`config.mk`:
```
export PLATFORM = sky130hd
export DESIGN_NAME = enc_code_capture
export DESIGN_NICKNAME = d
export VERILOG_FILES = /design/src/rtl/enc_pkg.sv /design/src/rtl/code_fifo.sv /design/src/rtl/enc_code_capture.sv
export SDC_FILE = /design/constraint.sdc
export NUM_CORES = 1
export LEC_CHECK = 0
export CAP_MARGIN = 20
export CORE_MARGIN = 4
export CORE_UTILIZATION = 43
export DETAILED_ROUTE_END_ITERATION = 12
export GPL_ROUTABILITY_DRIVEN = 1
export GPL_TIMING_DRIVEN = 0
export PLACE_DENSITY = 0.65
export SYNTH_ARGS = -nofsm -noshare
export SYNTH_HDL_FRONTEND = slang
export SYNTH_SLANG_ARGS = --single-unit
```
`constraint.sdc`:
```
create_clock -name clk -period 4.1 [get_ports clk]
set_clock_uncertainty 0.2 [all_clocks]
set_input_delay 0.82 -clock clk [delete_from_list [all_inputs] [get_ports clk]]
set_output_delay 0.82 -clock clk [all_outputs]
set_load 0.005 [all_outputs]
```
`src/rtl/enc_pkg.sv`:
```
// ---------------------------------------------------------------------------
// enc_pkg
// Shared constants and types for the 16-to-4 priority encoder and its
// downstream capture stage.
//   CODE_W    : width of the encoder code L
//   N_SRC     : number of encoder request inputs
//   DEPTH_DEF : default capture FIFO depth
//   code_t    : one encoder code
// ---------------------------------------------------------------------------
package enc_pkg;
  localparam int CODE_W    = 4;
  localparam int N_SRC     = 16;
  localparam int DEPTH_DEF = 4;

  typedef logic [CODE_W-1:0] code_t;
endpackage

```
`src/rtl/code_fifo.sv`:
```
// ---------------------------------------------------------------------------
// code_fifo
// Synchronous FIFO with a separate occupancy counter, so full and empty are
// never ambiguous even though the pointers wrap naturally.
// Ports:
//   clk, rst_n : clock, asynchronous active-low reset
//   i_push     : write request (i_data)
//   i_pop      : read request; ignored while empty
//   o_data     : head entry, forced to zero while empty
//   o_valid    : FIFO non-empty
//   o_count    : occupancy, 0..DEPTH
//   o_drop     : a push was refused this cycle (full, no pop alongside)
// A push into a full FIFO succeeds when a pop happens in the same cycle.
// ---------------------------------------------------------------------------
module code_fifo #(
  parameter int DEPTH  = 4,
  parameter int CODE_W = 4
) (
  input  logic                       clk,
  input  logic                       rst_n,
  input  logic                       i_push,
  input  logic [CODE_W-1:0]          i_data,
  input  logic                       i_pop,
  output logic [CODE_W-1:0]          o_data,
  output logic                       o_valid,
  output logic [$clog2(DEPTH):0]     o_count,
  output logic                       o_drop
);
  localparam int PW = $clog2(DEPTH);
  localparam int CW = PW + 1;

  logic [CODE_W-1:0] r_mem [DEPTH];
  logic [PW-1:0]     r_wr_ptr;
  logic [PW-1:0]     r_rd_ptr;
  logic [CW-1:0]     r_count;

  logic w_full;
  logic w_empty;
  logic w_do_pop;
  logic w_do_push;

  assign w_full    = (r_count == CW'(DEPTH));
  assign w_empty   = (r_count == '0);
  assign w_do_pop  = i_pop && !w_empty;
  assign w_do_push = i_push && (!w_full || w_do_pop);

  assign o_drop  = i_push && w_full && !w_do_pop;
  assign o_valid = !w_empty;
  assign o_count = r_count;
  // Memory is not reset; masking keeps the head at zero while nothing is held.
  assign o_data  = w_empty ? '0 : r_mem[r_rd_ptr];

  always_ff @(posedge clk) begin
    if (w_do_push) begin
      r_mem[r_wr_ptr] <= i_data;
    end
  end

  always_ff @(posedge clk or negedge rst_n) begin
    if (!rst_n) begin
      r_wr_ptr <= '0;
      r_rd_ptr <= '0;
      r_count  <= '0;
    end else begin
      if (w_do_push) begin
        r_wr_ptr <= r_wr_ptr + PW'(1);
      end
      if (w_do_pop) begin
        r_rd_ptr <= r_rd_ptr + PW'(1);
      end
      case ({w_do_push, w_do_pop})
        2'b10:   r_count <= r_count + CW'(1);
        2'b01:   r_count <= r_count - CW'(1);
        default: r_count <= r_count;
      endcase
    end
  end
endmodule

```
`src/rtl/enc_code_capture.sv`:
```
// ---------------------------------------------------------------------------
// enc_code_capture
// Capture stage behind the 16-to-4 priority encoder. L/GS are registered
// every cycle; a new encode event (GS rising, or code change while GS high)
// pushes the sampled code into code_fifo. A consumer drains the FIFO with a
// valid/ready handshake.
// Ports:
//   clk, rst_n : clock, asynchronous active-low reset
//   L, GS      : encoder code and group-select
//   EN         : capture enable (low suppresses pushes only)
//   CLR_OVF    : synchronous clear of OVF
//   CODE       : FIFO head code (zero while VALID low)
//   VALID      : FIFO non-empty
//   READY      : consumer ready
//   COUNT      : FIFO occupancy
//   OVF        : sticky, a push was dropped because the FIFO was full
// Handshake: a transfer happens on every rising edge where VALID && READY
// are both high; CODE/VALID only change after such a transfer or a push into
// an empty FIFO, so they hold steady while VALID && !READY.
// ---------------------------------------------------------------------------
module enc_code_capture #(
  parameter int DEPTH  = enc_pkg::DEPTH_DEF,
  parameter int CODE_W = enc_pkg::CODE_W
) (
  input  logic                   clk,
  input  logic                   rst_n,
  input  logic [CODE_W-1:0]      L,
  input  logic                   GS,
  input  logic                   EN,
  input  logic                   CLR_OVF,
  output logic [CODE_W-1:0]      CODE,
  output logic                   VALID,
  input  logic                   READY,
  output logic [$clog2(DEPTH):0] COUNT,
  output logic                   OVF
);
  import enc_pkg::*;

  logic [CODE_W-1:0] r_l_q;
  logic [CODE_W-1:0] r_l_p;
  logic              r_gs_q;
  logic              r_gs_p;
  logic              r_ovf;

  logic w_ev;
  logic w_pop;
  logic w_drop;

  // Sample and previous-sample registers run regardless of EN, so a code
  // held unchanged across an EN-low window does not look new afterwards.
  always_ff @(posedge clk or negedge rst_n) begin
    if (!rst_n) begin
      r_l_q  <= '0;
      r_l_p  <= '0;
      r_gs_q <= 1'b0;
      r_gs_p <= 1'b0;
    end else begin
      r_l_q  <= L;
      r_gs_q <= GS;
      r_l_p  <= r_l_q;
      r_gs_p <= r_gs_q;
    end
  end

  assign w_ev  = EN && r_gs_q && (!r_gs_p || (r_l_q != r_l_p));
  assign w_pop = VALID && READY;

  code_fifo #(
    .DEPTH  (DEPTH),
    .CODE_W (CODE_W)
  ) u_fifo (
    .clk     (clk),
    .rst_n   (rst_n),
    .i_push  (w_ev),
    .i_data  (r_l_q),
    .i_pop   (w_pop),
    .o_data  (CODE),
    .o_valid (VALID),
    .o_count (COUNT),
    .o_drop  (w_drop)
  );

  // A drop in the same cycle as CLR_OVF keeps the flag set.
  always_ff @(posedge clk or negedge rst_n) begin
    if (!rst_n) begin
      r_ovf <= 1'b0;
    end else if (w_drop) begin
      r_ovf <= 1'b1;
    end else if (CLR_OVF) begin
      r_ovf <= 1'b0;
    end
  end

  assign OVF = r_ovf;
endmodule

```
* Yosys cells after proc, flatten, opt, wreduce, memory -nomap -nowiden
Memories as Yosys holds them, arrays and structs flattened.
Index checks and enable logic that the tools add are counted.
** Word-level totals
- Flip-flop bits (word level) :: 18
- Bits in latches :: 0
- RAM bits :: 16
- Memory bits (read-only) :: 0
- Input port bits :: 10
- Logic and storage cells :: 39
- Memories kept :: 1
** Memories
- u_fifo.r_mem :: depth 4, width 4, rd ports 1, clocked after memory_dff 0, write ports 1, line code_fifo.sv:32 : logic [CODE_W-1:0] r_mem [DEPTH];
** Cells by class
- Add/sub/neg operators :: 4
- $mul :: 0
- Divide/modulo/power cells :: 0
- Order comparisons :: 0
- Eq/ne operators :: 4
- Shifts and indexed selects :: 0
- Muxes and demuxes :: 6
- Bitwise logic cells :: 0
- Reductions and logical operators :: 16
** Operator list (count)
- logical AND 1 bit :: 7
- case mux 3 bit (2 select lines) :: 1
- adder 2 x 1 -> 2 bit, second input constant :: 2
- logical NOT 1 bit :: 4
- 2-to-1 mux 1 bit :: 4
- 2-to-1 mux 4 bit :: 1
- != test 4 bit :: 1
- nonzero test 2 bit :: 2
- adder 3 x 1 -> 3 bit, second input constant :: 1
- equality test 3 bit, second input constant :: 1
- logical NOT 3 bit :: 1
- subtractor 3 x 1 -> 3 bit, second input constant :: 1
- equality test 2 x 1 -> 1 bit, second input constant :: 1
- equality test 2 bit, second input constant :: 1
- logical OR 1 bit :: 2

* Longest topological paths before layout
Gate-level depths: netlist (run 1).
- Word-level depth :: 8
- Gate-level depth with buffers :: 9

* Hierarchy
From an unflattened synthesis (run 1), not the netlist that was laid out.
** Second synthesis, totals
- Cell total of the unflattened synthesis :: 88
- Area, all modules :: 1410.1 um^2
** Modules (own cells, without submodules)
- code_fifo :: times used 1, cells an instance 64, area an instance 1049.8 um^2, seq. area each 655.6 um^2
- enc_code_capture :: times used 1, cells an instance 24, area an instance 360.3 um^2, seq. area each 275.3 um^2

* Worst setup path before layout (run 1)
OpenSTA, ideal clock, no wires.
- Kind :: input to register
- Start point :: input READY
- End point :: register u_fifo.r_count[2], in the netlist u_fifo.o_count[2]
- Arrival time :: 2.493 ns
- Data required time :: 3.821 ns
- Setup slack :: 1.328 ns
- Stages :: 8
- Path buffers :: 0
- Path through :: or4b_4 -> o2111ai_4 -> ha_1 -> inv_1 -> fa_1 -> xor2_1 -> nor2_1 -> xor2_1
** Between the ends
- Longest elaborated chain between the ends :: 6
- Elaborated cells on any way between the ends :: 8
- Classes of those cells :: eq/ne: 2; mux: 1; reduce/logical: 5
** RTL lines
- start: declaration :: line enc_code_capture.sv:33 : input logic READY,
- logical AND 1 bit * :: line enc_code_capture.sv:66 : assign w_pop = VALID && READY;
- logical AND 1 bit * :: line code_fifo.sv:44 : assign w_do_pop = i_pop && !w_empty;
- logical OR 1 bit :: line code_fifo.sv:45 : assign w_do_push = i_push && (!w_full || w_do_pop);
- logical AND 1 bit :: line code_fifo.sv:45
- equality test 2 x 1 -> 1 bit / equality test 2 bit (equally long branches) :: line code_fifo.sv:71 : case ({w_do_push, w_do_pop})
- case mux 3 bit (2 select lines) / nonzero test 2 bit (equally long branches)
- end signal: assignment :: line code_fifo.sv:72 : 2'b10: r_count <= r_count + CW'(1);
- end signal: assignment :: line code_fifo.sv:73 : 2'b01: r_count <= r_count - CW'(1);
- end signal: assignment :: line code_fifo.sv:74 : default: r_count <= r_count;
- end: declaration :: line code_fifo.sv:35 : logic [CW-1:0] r_count;
Mark *: on every way between the ends. The rest lies on a longest branch, timed or not.
A chain may end at the register's enable or synchronous reset.

* Worst setup path in the final report (run 1)
Same ends and word-level chain as after synthesis.

==> results.py, run 1 <==
metrics = {
    "outcome": {
        "status": "complete, no violations",
    },
    "detailed_routing": {
        "via_per_inst": 4.538,
        "first_iter_violations": 26,
        "wl_per_cell_um": 12.49,
        "drtAntennaViolNets": 0,
        "top_layer": "met4",
        "wl_met1_um": 830,
        "drt_pass1_iterations": 4,
        "dr_total_vias": 708,
        "drc": 0,
        "wl_mm": 1.949,
        "wl_met2_um": 948,
        "dr_wl_met3_um": 127,
    },
    "floorplanning": {
        "core_area_sq_um": 3078,
        "dieArea_sq_um": 4193,
        "rows": 20,
        "start_util_pct": 45.00,
        "dieWidth_um": 64.76,
        "die_h_um": 64.76,
        "io_pins": 19,
    },
    "critical_path": {
        "cp_common_cell": "xor2_1",
        "critical-path-slowest-cell": "or4b_4",
        "rr_endpoint": "u_fifo.o_count[2]",
        "ff2ff_path_depth": 8,
        "cp.arrival_ns": 3.07,
        "endpoint_kind": "flop",
        "crit_fanout": 7,
        "required_ns": 4.15,
        "reg2reg_slack_ns": 1.49,
        "crit_chain": "clkdlybuf4s50_1 > or4b_4 > o2111ai_4 > ha_1 > inv_1 > fa_1 > xor2_1 > nor2_1 > xor2_1",
        "path_class": "input port to flop",
        "max_stage_delay_ns": 0.53,
        "worstReg2RegStart": "u_fifo.o_count[0]",
        "setup.worst_path.end": "u_fifo.o_count[2]",
        "start_kind": "input port",
        "crit_start": "READY",
    },
    "clocking": {
        "h-tree-depth": 2,
        "ctsRootBufferMaster": "clkbuf_4",
        "cts_setup_buffers": 0,
        "holdBufCountCts": 0,
        "numCtsBuffers": 5,
        "cts_buffer_depth": 2,
        "clk_pin_slew_ns": 0.09,
        "cts_num_sinks": 34,
        "ctsResizeCount": 0,
        "cts_tree": "built",
        "clock_latency_ns": 0.32,
    },
    "yosys": {
        "synth_cell_type_count": 19,
        "synth-seq-cells": 34,
        "yosysTopAreaCell": "edfxtp_1",
        "netlist.area_leader.share_pct": 34.69,
        "yosysSeqAreaShare_pct": 67.21,
        "netlist_top_cells_area": "edfxtp_1 (35%), dfrtp_1 (33%), mux4_2 (6.5%), ha_1 (4.5%), xnor2_1 (4.4%)",
        "avgSynthCellArea_sq_um": 16.11,
        "synth_cells": 86,
        "synth_area_sq_um": 1385,
        "syn_nets": 102,
        "ys_warn_count": 0,
    },
    "sta": {
        "setup-tns-final_ns": 0,
        "fin_crit_sh_pct": 73.76,
        "setup_violations": 0,
        "rsz0062_at_grt": "no",
        "postLayoutSetupSlackWorst_ns": 1.076,
        "post-route-min-period_ns": 3.024,
        "hold_viol": 0,
        "drv_slew": 0,
        "max_freq_mhz": 330.7,
        "tightestPinTransition_ns": 0.7639,
        "slew_headroom_pct": 48.91,
    },
    "finish": {
        "post-route-util_pct": 54.27,
        "fin_nets": 127,
        "antenna_cells": 0,
        "mostFrequentLayoutCells": "dfrtp_1 (18), clkdlybuf4s50_1 (18), edfxtp_1 (16), inv_1 (10), xnor2_1 (7)",
        "layout-drive-gt1-share_pct": 13.39,
        "regArea_sq_um": 930.9,
        "syn_to_final_growth_pct": 20.60,
        "multi_input_comb_area_sq_um": 411.6,
        "nFillCells": 266,
    },
    "power_and_ir_drop": {
        "irDropWorstVdd_v": 0.0002659,
        "powerDensity_nw_per_um2": 585.7,
        "leakage_nw": 0.6504,
    },
    "min_path": {
        "hold_path_class": "flop to flop",
        "hold_depth": 0,
    },
    "global_routing": {
        "track_usage_pct": 11.33,
        "grt_pass1_wl_mm": 3.312,
        "grt_max_degree": 19,
        "grt_antenna_before_repair": 0,
        "grt-ovfl-total": 0,
        "grt_pass1_vias": 697,
    },
    "place": {
        "dp.final_hpwl_mm": 1.521,
        "place_ws_ns": 0.7278,
        "port_buffers": 18,
        "routabilityCongestion": 0.7463,
    },
    "flow_run": {
        "cap_violations": 0,
    },
}
## where the power goes
| group | leakage [nW] | total, mW | internal (mW) | switching [mW] |
|---|---|---|---|---|
| combinational | 0.263 | 0.346 | 0.214 | 0.133 |
| clock | 0.0297 | 0.164 | 0.0643 | 0.0999 |
| sequential | 0.357 | 0.468 | 0.418 | 0.0497 |
| total | 0.650 | 0.978 | 0.696 | 0.282 |
## through the flow
stage | area [sq um] | hold WS [ns] | power, mW | std cells
global route | 1670 | 0.2780 | 1.056 | 156
global placement | 1620 | 0.2294 | 0.8156 | 148
detailed placement | 1620 | 0.2463 | 0.8286 | 148
CTS | 1670 | 0.2615 | 0.9927 | 156
finish | 1670 | 0.2581 | 0.9784 | 156
floorplan | 1385 | 0.2227 | 0.6793 | 86
## worst min-delay path by stage
stage	startpoint	slack (ns)	to
global placement	r_gs_q	0.23	r_gs_p
detailed placement	r_gs_q	0.25	r_gs_p
finish	r_gs_q	0.26	r_gs_p
global route	r_gs_q	0.28	r_gs_p
CTS	r_gs_q	0.26	r_gs_p
floorplan	r_gs_q	0.22	r_gs_p
## state kept, by name (all words and copies together) (netlist names)
signal and count:
OVF 1, r_gs_p 1, r_gs_q 1, r_l_p 4, r_l_q 4, u_fifo.o_count 3, u_fifo.r_mem 16, u_fifo.r_rd_ptr 2
u_fifo.r_wr_ptr 2
## cells by family (layout without fill, tap and decap cells)
| kind of cell | count (synthesis) | after routing | synth area share, % |
|---|---|---|---|
| compound gates | 2 | 2 | 2.530 |
| simple gates | 17 | 17 | 6.594 |
| flops | 34 | 34 | 67.21 |
| buf+inv | 11 | 37 | 3.071 |
| mux | 6 | 6 | 8.311 |
| fa+ha+maj | 6 | 6 | 5.962 |
| xor+xnor | 10 | 10 | 6.324 |
## cell type report
class                   instances  share of cell area [%]
clock inverters                 2                  0.5243
flip-flops and latches         34                   55.73
multi-input cells              41                   24.64
plain buffers                   1                  0.2996
well taps                      44                   3.296
inverters                      10                   2.247
repair buffers                 18                   10.79
clock buffers                   6                   2.472
## cells in the mapped netlist
| master | instances |
|---|---|
| or4b_4 | 1 |
| nand3_1 | 1 |
| fa_1 | 1 |
| xnor2_1 | 7 |
| nand2_1 | 3 |
| o32ai_1 | 1 |
| edfxtp_1 | 16 |
| mux2i_1 | 1 |
| or3_2 | 1 |
| inv_1 | 10 |
| buf_2 | 1 |
| and2_1 | 5 |
| o2111ai_4 | 1 |
| mux2_4 | 1 |
| dfrtp_1 | 18 |
| nor2_1 | 6 |
| ha_1 | 5 |
| xor2_1 | 3 |
| mux4_2 | 4 |
## worst max-delay path, delay by kind of cell
family | cells | cell delay (ns)
adder cells (fa/ha/maj) | 2 | 0.62
AND/OR/NAND/NOR | 2 | 0.64
AO/OA/AOI/OAI | 1 | 0.19
XOR/XNOR | 2 | 0.33
buffers and inverters | 2 | 0.48
## per-layer routing
metal  global-route usage (%)  vias to the layer above
li1                         -                      343
met1                    12.49                      340
met2                    17.37                       20
met3                    6.066                        5
met4                    6.332                        0
met5                        0                        -
Power figures use the tool's default switching activity.
==> inputs of run 2 (changes only) <==
Clock period 4.1 ns to 3.1 ns, I/O delays scaled along.
==> results of run 2 <==
Same layout as run 1 (identical final DEF). Status: complete, no violations.
Main changes from that run: setup slack after placement 0.7278 ns -> -0.07220 ns; setup slack after layout 1.076 ns -> 0.2759 ns; register-to-register setup slack 1.49 ns -> 0.49 ns; total power 0.9784 mW -> 1.294 mW; worst IR drop on VDD 0.0002659 V -> 0.0003517 V
